File: config.mk
export PLATFORM = sky130hd
export DESIGN_NAME = wall_row_buffer_flat
export DESIGN_NICKNAME = d
export VERILOG_FILES = /design/src/rtl/wall_row_buffer_if.sv /design/src/rtl/wall_row_buffer.sv /design/src/flat_wrapper.sv
export SDC_FILE = /design/constraint.sdc
export NUM_CORES = 1
export LEC_CHECK = 0
export BUFFER_PORTS_ARGS = -buffer_cell sky130_fd_sc_hd__buf_2
export CORE_ASPECT_RATIO = 1.75
export CORE_MARGIN = 10
export CORE_UTILIZATION = 45
export CTS_CLUSTER_SIZE = 24
export DETAILED_ROUTE_END_ITERATION = 7
export PLACE_DENSITY_LB_ADDON = 0.05
export REMOVE_ABC_BUFFERS = 1
export SYNTH_ARGS = -nofsm -noshare
export SYNTH_HDL_FRONTEND = slang
export SYNTH_SLANG_ARGS = --single-unit
export TNS_END_PERCENT = 10
File: constraint.sdc
create_clock -name clk -period 5.7 [get_ports clk]
set_clock_uncertainty 0.1 [all_clocks]
set_input_delay 0.285 -clock clk [delete_from_list [all_inputs] [get_ports clk]]
set_output_delay 0.285 -clock clk [all_outputs]
set_load 0.05 [all_outputs]
File: src/rtl/wall_row_buffer_if.sv
// Tracer-to-buffer push channel: valid/ready handshake carrying one traced
// row result, plus the row index the tracer should compute next.
interface wall_row_buffer_if #(
  parameter int SIZE_W = 11
);
  logic              in_valid;
  logic              in_ready;
  logic [SIZE_W-1:0] in_size;
  logic              in_side;
  logic [9:0]        next_row;

  modport master (output in_valid, in_size, in_side, input in_ready, next_row);
  modport slave  (input in_valid, in_size, in_side, output in_ready, next_row);
endinterface

File: src/rtl/wall_row_buffer.sv
// Double-buffered per-row wall trace store: a stage slot filled by the tracer
// and an active slot swapped in at each line start and held for the whole line.
module wall_row_buffer #(
  parameter int ROWS   = 480,
  parameter int SIZE_W = 11
) (
  input  logic                clk,
  input  logic                reset_n,
  input  logic                frame_start,
  input  logic                line_start,
  wall_row_buffer_if.slave    push,
  output logic [SIZE_W-1:0]   size,
  output logic                side,
  output logic                active_valid,
  output logic                underrun,
  output logic [7:0]          underrun_count,
  input  logic                clear_underrun
);
  localparam int CW = $clog2(ROWS + 1);

  typedef struct packed {
    logic              side;
    logic [SIZE_W-1:0] size;
  } row_t;

  row_t          stg_q, stg_d, act_q, act_d, in_row;
  logic          stg_valid_q, stg_valid_d;
  logic          active_valid_q, active_valid_d;
  logic [CW-1:0] push_left_q, push_left_d;
  logic [CW-1:0] lines_left_q, lines_left_d;
  logic [9:0]    next_row_q, next_row_d;
  logic          underrun_q, underrun_d;
  logic [7:0]    underrun_count_q, underrun_count_d;
  logic          accept, ur_event;

  assign in_row        = '{side: push.in_side, size: push.in_size};
  assign push.in_ready = ~stg_valid_q & (push_left_q != '0);
  assign push.next_row = next_row_q;
  // A push coinciding with frame_start belongs to the old frame and is dropped.
  assign accept        = push.in_valid & push.in_ready & ~frame_start;

  assign size           = act_q.size;
  assign side           = act_q.side;
  assign active_valid   = active_valid_q;
  assign underrun       = underrun_q;
  assign underrun_count = underrun_count_q;

  always_comb begin
    stg_d            = stg_q;
    stg_valid_d      = stg_valid_q;
    act_d            = act_q;
    active_valid_d   = active_valid_q;
    push_left_d      = push_left_q;
    lines_left_d     = lines_left_q;
    next_row_d       = next_row_q;
    underrun_d       = underrun_q;
    underrun_count_d = underrun_count_q;
    ur_event         = 1'b0;

    if (frame_start) begin
      stg_valid_d    = 1'b0;
      active_valid_d = 1'b0;
      push_left_d    = CW'(ROWS);
      lines_left_d   = CW'(ROWS);
      next_row_d     = '0;
    end else begin
      if (accept) begin
        stg_d       = in_row;
        stg_valid_d = 1'b1;
        push_left_d = push_left_q - CW'(1);
        // Last push of the frame leaves next_row parked on ROWS-1.
        if (push_left_q != CW'(1)) next_row_d = next_row_q + 10'd1;
      end
      if (line_start) begin
        active_valid_d = 1'b0;
        if (lines_left_q != '0) begin
          lines_left_d = lines_left_q - CW'(1);
          if (stg_valid_q) begin
            act_d          = stg_q;
            active_valid_d = 1'b1;
            stg_valid_d    = 1'b0;
          end else if (accept) begin
            act_d          = in_row;
            active_valid_d = 1'b1;
            stg_valid_d    = 1'b0;
          end else begin
            ur_event = 1'b1;
          end
        end
      end
    end

    if (clear_underrun) begin
      underrun_d       = 1'b0;
      underrun_count_d = '0;
    end
    if (ur_event) begin
      underrun_d = 1'b1;
      if (underrun_count_d != 8'hFF) underrun_count_d = underrun_count_d + 8'd1;
    end
  end

  always_ff @(posedge clk or negedge reset_n) begin
    if (!reset_n) begin
      stg_q            <= '0;
      stg_valid_q      <= 1'b0;
      act_q            <= '0;
      active_valid_q   <= 1'b0;
      push_left_q      <= '0;
      lines_left_q     <= '0;
      next_row_q       <= '0;
      underrun_q       <= 1'b0;
      underrun_count_q <= '0;
    end else begin
      stg_q            <= stg_d;
      stg_valid_q      <= stg_valid_d;
      act_q            <= act_d;
      active_valid_q   <= active_valid_d;
      push_left_q      <= push_left_d;
      lines_left_q     <= lines_left_d;
      next_row_q       <= next_row_d;
      underrun_q       <= underrun_d;
      underrun_count_q <= underrun_count_d;
    end
  end
endmodule

File: src/flat_wrapper.sv
// flat-port wrapper written by rule: the top's interface ports become plain ports
module wall_row_buffer_flat 
#(
  parameter int ROWS   = 480,
  parameter int SIZE_W = 11
)
  (clk, reset_n, frame_start, line_start, size, side, active_valid, underrun, underrun_count, clear_underrun, push_in_valid, push_in_size, push_in_side, push_in_ready, push_next_row);
  wall_row_buffer_if #(.SIZE_W(SIZE_W)) push_i ();
  input  logic clk;
  input  logic reset_n;
  input  logic frame_start;
  input  logic line_start;
  output logic [SIZE_W-1:0] size;
  output logic side;
  output logic active_valid;
  output logic underrun;
  output logic [7:0] underrun_count;
  input  logic clear_underrun;
  input wire logic [$bits(push_i.in_valid)-1:0] push_in_valid;
  input wire logic [$bits(push_i.in_size)-1:0] push_in_size;
  input wire logic [$bits(push_i.in_side)-1:0] push_in_side;
  output wire logic [$bits(push_i.in_ready)-1:0] push_in_ready;
  output wire logic [$bits(push_i.next_row)-1:0] push_next_row;
  assign push_i.in_valid = push_in_valid;
  assign push_i.in_size = push_in_size;
  assign push_i.in_side = push_in_side;
  assign push_in_ready = push_i.in_ready;
  assign push_next_row = push_i.next_row;
  wall_row_buffer #(.ROWS(ROWS), .SIZE_W(SIZE_W)) u_core (.clk(clk), .reset_n(reset_n), .frame_start(frame_start), .line_start(line_start), .push(push_i), .size(size), .side(side), .active_valid(active_valid), .underrun(underrun), .underrun_count(underrun_count), .clear_underrun(clear_underrun));
endmodule
Word-level counts from Yosys, hierarchy flattened
Index checks and enable logic that the tools add are counted.

Output and inout bits: 33. Word-level logic and storage cells: 65. Bits in registers: 63. Bits of input ports: 18.

Mux-type cells: 31. Bitwise logic cells: 5. Add/subtract/negate cells: 4. Equal/unequal tests: 2. Reductions and logical operators: 12.

Operators with widths (count): 9-bit 2-to-1 mux (5); 10-bit 2-to-1 mux (3); 12-bit 2-to-1 mux (2); 8-bit 2-to-1 mux (3); 1-bit 2-to-1 mux (18); 9-bit nonzero test (2); 9-bit by 1-bit subtractor with 9-bit output, second input constant (2); 2-bit nonzero test (6); 10-bit by 1-bit adder with 10-bit output, second input constant (1); 9-bit by 1-bit inequality test with 1-bit output, second input constant (1); 8-bit by 1-bit adder with 8-bit output, second input constant (1); 8-bit inequality test, second input constant (1); 2-bit AND reduction (3); 4-bit AND reduction (1); 1-bit AND (3); 1-bit inverter (2).

Logic depth before layout (Yosys ltp)
Word-level depth: 10. Mapped depth: 8. Gate-level depth less buffers: 6.

Worst setup path before layout
Ideal clock, no wire load.

Path kind: flip-flop to flip-flop. Start: register u_core.push_left_q[0]. End: register u_core.act_q, in the netlist u_core.side. Path buffers: 2. Library setup time: 0.125 ns. Setup slack: 3.408 ns. Clock period less this slack: 2.292 ns. Data required time: 5.475 ns. Data arrival time: 2.067 ns. Cell stages (with the launch flop): 9. Cell sequence: dfrtp_1 inv_1 ha_1 or4b_1 buf_2 o21a_1 o211a_4 buf_6 mux2_4.

Longest elaborated chain between the ends: 6.

Ends and longest elaborated chain: start, declared (RTL line wall_row_buffer.sv:29) `logic [CW-1:0] push_left_q, push_left_d;`; start signal, assigned (RTL line wall_row_buffer.sv:119) `push_left_q <= push_left_d;`; 9-bit nonzero test (RTL line wall_row_buffer.sv:37) `assign push.in_ready = ~stg_valid_q & (push_left_q != '0);`; 1-bit AND (RTL line wall_row_buffer.sv:37); 1-bit AND (2 in series) (RTL line wall_row_buffer.sv:40) `assign accept = push.in_valid & push.in_ready & ~frame_start;`; 2-bit nonzero test (no line); 4-bit AND reduction (no line); end signal, assigned (RTL line wall_row_buffer.sv:117) `act_q <= act_d;`; end, declared (RTL line wall_row_buffer.sv:26) `row_t stg_q, stg_d, act_q, act_d, in_row;`.

Every way passes these cells. A chain may end at the register's enable or synchronous reset.

Worst setup path after layout
Start: register u_core.push_left_q[0]. End: register u_core.underrun_count_q[1], in the netlist u_core.underrun_count[1].

Longest elaborated chain between the ends: 10.

Ends and longest elaborated chain: 9-bit nonzero test (RTL line wall_row_buffer.sv:37); 1-bit AND (RTL line wall_row_buffer.sv:37); 1-bit AND (2 in series) (RTL line wall_row_buffer.sv:40); 1-bit 2-to-1 mux (RTL line wall_row_buffer.sv:82) `end else if (accept) begin`; 1-bit 2-to-1 mux (RTL line wall_row_buffer.sv:78) `if (stg_valid_q) begin`; 1-bit 2-to-1 mux (RTL line wall_row_buffer.sv:76) `if (lines_left_q != '0) begin`; 1-bit 2-to-1 mux (RTL line wall_row_buffer.sv:74) `if (line_start) begin`; 1-bit 2-to-1 mux (RTL line wall_row_buffer.sv:60) `if (frame_start) begin`; 8-bit 2-to-1 mux (RTL line wall_row_buffer.sv:97) `if (ur_event) begin`; via u_core.underrun_count_d[1] (RTL line wall_row_buffer.sv:33) `logic [7:0] underrun_count_q, underrun_count_d;`; end signal, assigned (RTL line wall_row_buffer.sv:123) `underrun_count_q <= underrun_count_d;`; end, declared (RTL line wall_row_buffer.sv:33).

The timed path passes the listed nets, and every way through them passes these cells.

==> results.toml <==
[run_status]
outcome = "complete, no violations"

[power]
p_leak_nw = 1.73
finalPower_w = 0.00134
p_per_area_mw_per_mm2 = 345
ir_worst_vdd_uv = 248

[grt]
grt_antenna_before_repair = 0
grt_max_degree = 64
grt-ovfl-total = 0
grt_usage_pct = 13.5
grt_pass1_vias = 2619
grt_pass1_wl_um = 12500

[sta]
tightest_slew_ps = 985
finalMaxSlewViolations = 0
rsz0062_at_grt = "false"
fmax_mhz = 334
setup_viol = 0
whs_ps = 27.8
period_needed_ps = 2990
worst_slew_margin_rel_pct = 34.2
fin_crit_sh_pct = 52.5
hold_violations = 0
final.setup.tns_ps = 0

[detailed_routing]
vias_per_cell = 5.52
drtAntennaViolNets = 0
first_pass_iters = 4
dr.max_layer_used = "met4"
drcViolationCount = 0
met2_length_um = 3600
met1_length_um = 3040
num_vias = 2405
wl_per_cell_um = 16.4
drt_iter0_drc = 123
postRouteWirelength_um = 7170
wl_met3_um = 359

[setup_path]
cp_top_family = "simple AND/OR/NAND/NOR gates"
cp_num_buf_inv = 1
worst_path_max_delay_cell = "o211ai_2"
cpPeakStageDelay_ps = 820
worst_setup_path_end_kind = "flip-flop"
r2r_setup_slack_ps = 2710
r2r_end = "u_core.underrun_count[1]"
start_kind = "flip-flop"
critPathKind = "flip-flop to flip-flop"
required_ps = 5820
critPathArrivalTime_ps = 3110
reg2regPathDepth = 6
path_cells = "inv_1, ha_1, or4b_1, o211ai_2, nand3_1, mux2_2"
worst-path-max-fanout = 21
r2r-start = "u_core.push_left_q[0]"

[floorplanning]
start_util_pct = 45.8
die_height_um = 133
core_sq_mm = 0.00718
die_x_um = 84.6
ioPinCount = 51
fp-row-count = 41
die-area_sq_mm = 0.0113

[finish]
n_fill_cell = 662
multi_input_area_sq_mm = 0.00162
final_area_sq_mm = 0.00389
n_antenna_cell = 0
mostFrequentLayoutCells = "63 x dfrtp_1, 50 x buf_2, 28 x mux2_2"
layout_commonest_cell = "dfrtp_1"
nets = 370
area_growth_pct = 18.3
drive_gt1_share_pct = 32.0
seq_area_sq_mm = 0.00158

[placement]
port-buffer-count = 50
globalplace.congestion = 0.877
hpwl_um = 5020
post_dp_cell_area_sq_mm = 0.00360

[clocking]
ctsLongestPathBuffers = 2
hold_buffers = 0
clk_pin_slew_ps = 50
clockRootBuffer = "clkbuf_16"
worstSkewPairLatency_ps = 330
cts_buffers = 9
post_cts_buffers = 0
cts_tree = "done"
cts_resized = 0
numClockSinks = 63
htreeDepth = 3

[logic_synthesis]
syn_avg_cell_area_sq_um = 11.2
async_flop_share_pct = 100
synth-seq-cells = 63
synth_top_area_cell = "dfrtp_1"
synth_edf_count = 0
synth_cell_types = 55
yosysWarningCount = 0
synth_top_area_share_pct = 47.9
synth-seq-area-share_pct = 47.9
ys.flop_type = "dfrtp_1"
synth_area_leaders = "dfrtp_1 48%, mux2_2 9.6%, mux2_4 4.6%"
synthesis.area_sq_mm = 0.00329
netlist_instances = 294

[run]
maxCapViolCount = 0

[hold_path]
hold_path_class = "primary input to asynchronous set/reset pin"
[cells in the mapped netlist, drive strengths merged (2+ instances only)]
| master | n |
|---|---|
| nand4 | 10 |
| and3 | 5 |
| a21oi | 13 |
| xor2 | 5 |
| nand2b | 2 |
| xnor2 | 5 |
| o31ai | 3 |
| or4b | 2 |
| mux2 | 39 |
| buf | 6 |
| clkbuf | 5 |
| inv | 8 |
| dfrtp | 63 |
| nor2 | 23 |
| nor4 | 2 |
| nor2b | 9 |
| nor4b | 3 |
| o211ai | 4 |
| and2 | 4 |
| o211a | 2 |
| mux2i | 3 |
| o311ai | 2 |
| or3 | 11 |
| o21ai | 13 |
| a211o | 2 |
| ha | 7 |
| a211oi | 2 |
| nor3 | 6 |
| nand3 | 10 |
| o21a | 2 |
| or4 | 5 |
| nand2 | 7 |
[metal layers]
| metal | global-route usage, % | up-vias |
|---|---|---|
| met5 | 0 | - |
| met4 | 7.72 | 0 |
| met3 | 3.97 | 12 |
| met2 | 22.1 | 45 |
| met1 | 15.0 | 1167 |
| li1 | - | 1181 |
[cells by family (layout without fill, tap and decap cells)]
family,after synthesis,in the layout,synth area share (%)
AOI/OAI and AO/OA,49,49,10.8
xor gates and xnor gates,10,10,2.66
adders and majority gates,7,7,2.66
buffers and inverters,20,76,2.74
DFF,63,63,47.9
muxes,42,42,15.4
and+or+nand+nor,103,103,17.8
[cell type report]
cell class	count	area share, %
well taps	86	2.77
inverters	9	0.868
multi-input cells	211	41.7
clock inverters	4	1.16
flip-flops and latches	63	40.5
clock buffers	12	6.33
repair buffers	51	6.62
[flip-flops by register name, summed over array words and instances, names as in the netlist]
| register | flops |
|---|---|
| u_core.stg_valid_q | 1 |
| u_core.underrun_count | 8 |
| u_core.size | 11 |
| u_core.push.next_row | 10 |
| u_core.stg_q | 12 |
| u_core.lines_left_q | 9 |
| u_core.push_left_q | 9 |
| u_core.underrun | 1 |
| u_core.active_valid | 1 |
| u_core.side | 1 |
[report_power, final]
part           leakage (nW)  switching, W  internal (W)
clock                 0.146      0.000190      0.000348
combinational         0.812      0.000167     0.0000966
sequential            0.775     0.0000404      0.000498
[stage by stage]
stage | util (%) | setup WS (ps) | instances
5_1_grt | 54.2 | 2430 | 436
2_1_floorplan | - | 3100 | 283
3_3_place_gp | 50.1 | 2730 | 420
3_5_place_dp | 50.1 | 2690 | 420
4_1_cts | 54.2 | 2670 | 436
6_report | 54.2 | 2710 | 436
[worst max-delay path by stage]
stage,from,end,slack (ps),cells after the start
2_1_floorplan,u_core.push_left_q[0],u_core.underrun_count[1],3100,6
3_3_place_gp,u_core.push_left_q[0],u_core.underrun_count[1],2730,6
3_5_place_dp,u_core.push_left_q[0],u_core.underrun_count[1],2690,6
4_1_cts,u_core.push_left_q[0],u_core.underrun_count[1],2670,6
5_1_grt,u_core.push_left_q[0],u_core.underrun_count[1],2430,6
6_report,u_core.push_left_q[0],u_core.underrun_count[1],2710,6
[worst register-to-register path, stage by stage, from the launching register on]
cell      delay [ps]
dfrtp_1          410
inv_1            100
ha_1             160
or4b_1           580
o211ai_2         820
nand3_1          340
mux2_2           360
No activity file was read; power rests on OpenSTA's default activity.
